**src/rtl/rect_scan_gen.sv**
```systemverilog
// Rectangle pixel-coordinate generator: latches a draw command, clips it to the
// screen, then streams raster-order coordinates (filled or outline) over valid/ready.
module rect_scan_gen #(
   parameter int COORD_W  = 11,
   parameter int DIM_W    = 7,
   parameter int COLOR_W  = 12,
   parameter int SCREEN_W = 640,
   parameter int SCREEN_H = 480
) (
   input  logic               clock,
   input  logic               reset,
   input  logic               start,
   input  logic [COORD_W-1:0] x_origin,
   input  logic [COORD_W-1:0] y_origin,
   input  logic [DIM_W-1:0]   width,
   input  logic [DIM_W-1:0]   height,
   input  logic [COLOR_W-1:0] color,
   input  logic               outline,
   input  logic               out_ready,
   output logic               out_valid,
   output logic [COORD_W-1:0] x_coord,
   output logic [COORD_W-1:0] y_coord,
   output logic [COLOR_W-1:0] pix_color,
   output logic               pix_last,
   output logic               busy,
   output logic               done
);

   localparam int EW = COORD_W + 1;
   localparam logic [EW-1:0] SCR_W = EW'(SCREEN_W);
   localparam logic [EW-1:0] SCR_H = EW'(SCREEN_H);

   typedef enum logic [1:0] {IDLE, SETUP, SCAN, FINISH} state_t;

   state_t             state_q, state_d;
   logic               busy_q, busy_d;
   logic               done_q, done_d;
   logic               valid_q, valid_d;
   logic               last_q, last_d;
   logic [COORD_W-1:0] x_q, x_d;
   logic [COORD_W-1:0] y_q, y_d;
   logic [COLOR_W-1:0] color_q, color_d;

   logic [COORD_W-1:0] x0_q, x0_d;
   logic [COORD_W-1:0] y0_q, y0_d;
   logic [DIM_W-1:0]   w_q, w_d;
   logic [DIM_W-1:0]   h_q, h_d;
   logic               outline_q, outline_d;
   logic [EW-1:0]      xe_q, xe_d;
   logic [EW-1:0]      ye_q, ye_d;

   logic [EW-1:0]      sum_x, sum_y, xe_calc, ye_calc, xl, yl, x_ext, y_ext;
   logic               empty, first_last, next_last, mid_row;
   logic [COORD_W-1:0] nx, ny;

   // Extent clipping and next-pixel arithmetic, all unsigned in COORD_W+1 bits
   always_comb begin
      sum_x      = EW'(x0_q) + EW'(w_q);
      sum_y      = EW'(y0_q) + EW'(h_q);
      xe_calc    = (sum_x > SCR_W) ? SCR_W : sum_x;
      ye_calc    = (sum_y > SCR_H) ? SCR_H : sum_y;
      empty      = (w_q == '0) || (h_q == '0) ||
                   (EW'(x0_q) >= SCR_W) || (EW'(y0_q) >= SCR_H);
      xl         = xe_q - 1'b1;
      yl         = ye_q - 1'b1;
      x_ext      = EW'(x_q);
      y_ext      = EW'(y_q);
      mid_row    = outline_q && (y_ext > EW'(y0_q)) && (y_ext < yl);
      nx         = x_q;
      ny         = y_q;
      if (x_ext < xl) begin
         if (mid_row && (x_q == x0_q))
            nx = xl[COORD_W-1:0];
         else
            nx = x_q + 1'b1;
      end else begin
         nx = x0_q;
         ny = y_q + 1'b1;
      end
      next_last  = (EW'(nx) == xl) && (EW'(ny) == yl);
      first_last = (EW'(x0_q) == xl) && (EW'(y0_q) == yl);
   end

   always_comb begin
      state_d   = state_q;
      busy_d    = busy_q;
      done_d    = 1'b0;
      valid_d   = valid_q;
      last_d    = last_q;
      x_d       = x_q;
      y_d       = y_q;
      color_d   = color_q;
      x0_d      = x0_q;
      y0_d      = y0_q;
      w_d       = w_q;
      h_d       = h_q;
      outline_d = outline_q;
      xe_d      = xe_q;
      ye_d      = ye_q;
      case (state_q)
         IDLE: begin
            if (start) begin
               x0_d      = x_origin;
               y0_d      = y_origin;
               w_d       = width;
               h_d       = height;
               outline_d = outline;
               color_d   = color;
               busy_d    = 1'b1;
               state_d   = SETUP;
            end
         end
         SETUP: begin
            xe_d    = xe_calc;
            ye_d    = ye_calc;
            state_d = empty ? FINISH : SCAN;
         end
         SCAN: begin
            // First SCAN cycle presents the origin; afterwards advance on handshake
            if (!valid_q) begin
               valid_d = 1'b1;
               x_d     = x0_q;
               y_d     = y0_q;
               last_d  = first_last;
            end else if (out_ready) begin
               if (last_q) begin
                  valid_d = 1'b0;
                  last_d  = 1'b0;
                  state_d = FINISH;
               end else begin
                  x_d    = nx;
                  y_d    = ny;
                  last_d = next_last;
               end
            end
         end
         FINISH: begin
            done_d  = 1'b1;
            busy_d  = 1'b0;
            state_d = IDLE;
         end
         default: state_d = IDLE;
      endcase
   end

   always_ff @(posedge clock) begin
      if (!reset) begin
         state_q <= IDLE;
         busy_q  <= 1'b0;
         done_q  <= 1'b0;
         valid_q <= 1'b0;
         last_q  <= 1'b0;
         x_q     <= '0;
         y_q     <= '0;
         color_q <= '0;
      end else begin
         state_q <= state_d;
         busy_q  <= busy_d;
         done_q  <= done_d;
         valid_q <= valid_d;
         last_q  <= last_d;
         x_q     <= x_d;
         y_q     <= y_d;
         color_q <= color_d;
      end
   end

   // Command geometry is only consumed after a fresh latch, so it needs no reset
   always_ff @(posedge clock) begin
      x0_q      <= x0_d;
      y0_q      <= y0_d;
      w_q       <= w_d;
      h_q       <= h_d;
      outline_q <= outline_d;
      xe_q      <= xe_d;
      ye_q      <= ye_d;
   end

   assign out_valid = valid_q;
   assign x_coord   = x_q;
   assign y_coord   = y_q;
   assign pix_color = color_q;
   assign pix_last  = last_q;
   assign busy      = busy_q;
   assign done      = done_q;

endmodule

```
**config.mk**
```make
export PLATFORM = sky130hd
export DESIGN_NAME = rect_scan_gen
export DESIGN_NICKNAME = d
export VERILOG_FILES = /design/src/rtl/rect_scan_gen.sv
export SDC_FILE = /design/constraint.sdc
export NUM_CORES = 1
export LEC_CHECK = 0
export CORE_MARGIN = 2
export CORE_UTILIZATION = 50
export DETAILED_ROUTE_END_ITERATION = 10
export PLACE_DENSITY = 0.83
export SYNTH_ARGS = -nofsm -noshare
export SYNTH_HDL_FRONTEND = slang
export SYNTH_SLANG_ARGS = --single-unit
```
**constraint.sdc**
```tcl
create_clock -name clock -period 3.8 [get_ports clock]
set_input_delay 0.76 -clock clock [delete_from_list [all_inputs] [get_ports clock]]
set_output_delay 0.76 -clock clock [all_outputs]
set_load 0.01 [all_outputs]
```
==> impl_metrics.tcl <==
set metrics [dict create \
    fp.coreArea_mm2 0.01388 \
    fmax_ghz 0.2671 \
    synth.top_cell.area_share 0.2576 \
    hp-start "pix_color[7]$_SDFFE_PN0P_" \
    max_cap_violations 0 \
    yosysTopAreaCell "edfxtp_1" \
    power_frac_clock 0.145 \
    crit_fanout 5 \
    numPortBuffers 90 \
    drc 0 \
    p_switching_mw 2.468 \
    avgSynthCellArea_um2 9.407 \
    critPathTopFamily "compound AO/OA/AOI/OAI gates" \
    critical_path_required_ns 4.10 \
    period_share 0.9851 \
    gr-total-overflow 0 \
    netlist_top_cells_area "edfxtp_1, dfxtp_1, ha_1" \
    power_mw 5.855 \
    synth-seq-area-share 0.3702 \
    tightest_slew_ns 1.061 \
    cts.sinks 101 \
    max_stage_delay_ns 0.51 \
    gp_routability_congestion 0.9608 \
    period_needed_ns 3.744 \
    place_hpwl_um 13750 \
    via_count 6191 \
    dieArea_mm2 0.01519 \
    yosys_warnings 0 \
    hold_depth 2 \
    fin_skew_ns 0.005517 \
    finalNetCount 979 \
    placed_area_mm2 0.008346 \
    root_buffer "clkbuf_16" \
    routedWlPerCell_um 17.34 \
    dpl_worst_slack_ns -0.06155 \
    power_density_mw_per_mm2 664.7 \
    synthXorXnorAreaFrac 0.1297 \
    cp_num_buf_inv 2 \
    end_kind "register" \
    status "finished, final reports clean" \
    cts_tree "built" \
    grt_pass1_wl_um 29240 \
    tns_ns 0 \
    ios 91 \
    cp_data_arrival_time_ns 4.04 \
    path_cells "inv_2 > ha_4 > or4b_4 > nor4_4 > xnor2_2 > ha_2 > a2111oi_4 > o21ai_2 > o21ai_2 > buf_6 > nor4_4 > or3b_4 > o211a_1 > a2111oi_4 > a41o_1" \
    drtAntennaViolNets 0 \
    synth_edf_count 61 \
    start_util 0.5123 \
    synth_cell_types 70 \
    design_area_mm2 0.008808 \
    worstHoldPathType "register to register" \
    yosys.area_share.simple 0.1793 \
    relSlewSlack 0.2924 \
    synth_area_mm2 0.007112 \
    r2r-end "pix_last$_SDFFE_PN0P_" \
    clk_path_buf_depth 2 \
    hold_end "pix_color[7]$_SDFFE_PN0P_" \
    setup_slack_ns 0.05648 \
    setup_viol 0 \
    viasPerCell 5.868 \
    drv_slew 0 \
    path_class "register to register" \
    wirelength_um 18290 \
    crit_start "xe_q[1]$_SDFFCE_PN0P_" \
    max-vdd-ir-drop_mv 0.3746 \
    reg2regPathDepth 15 \
    postCtsHoldBufs 0 \
    synthArstFlopShare 0 \
    clkTransAtPathRegs_ns 0.07 \
    dr.pass1.iters 6 \
    mostFrequentLayoutCells "clkdlybuf4s50_1, nand2_1, edfxtp_1" \
    htree_levels 3 \
    startpoint_type "register" \
    synth.area.mux_share 0.01495 \
    drive_above_1_share 0.1074 \
    grt_pass1_vias 6028 \
    cellInternalPower_mw 3.388 \
    grt_max_degree 41 \
    fp.dieH_um 123.3 \
    seqPwrFrac 0.343 \
    fillers 1125 \
    dieWidth_um 123.3 \
    synth_flop_cell "edfxtp_1" \
    layout_commonest_cell "clkdlybuf4s50_1" \
    clk_latency_ns 0.36 \
    cts_buffers 9 \
    hold_viol 0 \
    diodes 0 \
    holdWs_ns 0.4639 \
    synth_fa_ha_area_frac 0.09887 \
    combPwrFrac 0.512 \
    reg2reg_slack_ns 0.06 \
    slowest_stage "or4b_4" \
    std_cell_rows 43 \
    dr.first_iter.drc_count 474 \
    leakage_nw 3.352 \
    synth_seq_cells 101 \
    grtUsageTotal 0.2481 \
    synth_top_family_by_area "simple AND/OR/NAND/NOR gates" \
    synthCells 756 \
    rr_startpoint "xe_q[1]$_SDFFCE_PN0P_" \
    grt_antenna_before_repair 0 \
    synth_compound_area_frac 0.1650 \
    area_growth_pct 23.86 \
    p_sw_frac 0.4215 \
]
==> cells in the mapped netlist, types with 3 or more instances <==
cell / n
xnor3_1: 3
nand2b_1: 4
nor2b_1: 11
a2111oi_0: 3
o21ai_0: 46
a21o_1: 6
edfxtp_1: 61
nand4_1: 13
a222oi_1: 3
ha_1: 53
nor3b_1: 7
clkbuf_1: 20
o21a_1: 5
mux2i_1: 5
or2_2: 4
a21oi_1: 56
or4_1: 7
nand3b_1: 3
nor2_1: 27
xor2_1: 27
and4_1: 3
nor3_1: 19
and2_1: 5
nand3_1: 25
o211ai_1: 10
nand2_1: 78
nor4_1: 11
a211oi_1: 9
mux2_2: 5
o211a_1: 3
a31oi_1: 3
o22ai_1: 3
dfxtp_1: 40
xnor2_1: 63
a21boi_0: 22
and3_1: 5
or3_1: 4
inv_1: 41
==> per-stage QoR <==
step | cells | util
floorplan | 760 | -
global placement | 1031 | 0.6012
detailed placement | 1031 | 0.6012
CTS | 1046 | 0.6202
global route | 1055 | 0.6346
finish | 1055 | 0.6346
==> worst max-delay path by stage <==
stage / slack (ns) / depth (start not counted) / end
floorplan: 0.06 / 16 / pix_last$_SDFFE_PN0P_
global placement: 0.1 / 15 / pix_last$_SDFFE_PN0P_
detailed placement: -0.06 / 15 / pix_last$_SDFFE_PN0P_
CTS: 0.002 / 15 / pix_last$_SDFFE_PN0P_
global route: -0.07 / 16 / pix_last$_SDFFE_PN0P_
finish: 0.06 / 15 / pix_last$_SDFFE_PN0P_
==> registers in the layout, indices dropped and copies added (netlist names) <==
name	flops
x_coord	11
done	1
busy	1
y_coord	11
state_q	2
out_valid	1
xe_q	12
ye_q	12
y0_q	11
outline_q	1
pix_last	1
h_q	7
pix_color	12
x0_q	11
w_q	7
==> cells by family after synthesis <==
logic type               after synthesis
adder cells (fa/ha/maj)               55
AND/OR/NAND/NOR                      238
multiplexers                          10
AO/OA/AOI/OAI                        185
other                                  1
XOR/XNOR                              96
buffers and inverters                 70
flip-flops                           101
==> power groups by stage <==
stage | logic (mW) | registers, mW | clock network [mW]
6_report | 3.00 | 2.01 | 0.849
4_1_cts | 2.85 | 1.99 | 0.855
3_3_place_gp | 2.75 | 2.00 | 0
3_5_place_dp | 2.82 | 2.01 | 0
2_1_floorplan | 1.98 | 1.89 | 0
5_1_grt | 3.31 | 2.05 | 0.901
==> tightest hold or removal path, stage by stage (launching register included) <==
cell      delay [ns]
dfxtp_1         0.31
nand2_1         0.05
a21boi_0        0.06
==> timing repair <==
action,in CTS,in global routing
pin swaps,0,11
gates resized for setup,2,26
setup endpoints to repair,1,5
setup buffers,0,9
cloned,0,0
==> area by class of cell <==
| type | instances | area, µm² | share of cell area |
|---|---|---|---|
| inverters | 41 | 153.9 | 0.01747 |
| repair buffers | 129 | 1197 | 0.1359 |
| clock inverters | 4 | 28.78 | 0.003267 |
| flip-flops and latches | 101 | 2633 | 0.2989 |
| multi-input cells | 589 | 4338 | 0.4925 |
| clock buffers | 11 | 232.7 | 0.02642 |
| well taps | 180 | 225.2 | 0.02557 |
==> per-layer routing <==
| layer | wire (µm) | up-vias | GRT usage |
|---|---|---|---|
| li1 | - | 2987 | - |
| met1 | 7621 | 2861 | 0.3264 |
| met2 | 8561 | 303 | 0.3925 |
| met3 | 1627 | 40 | 0.05950 |
| met4 | 479 | 0 | 0.1016 |
| met5 | 0 | - | 0 |
Note: power is estimated with default switching activity, not from simulation.
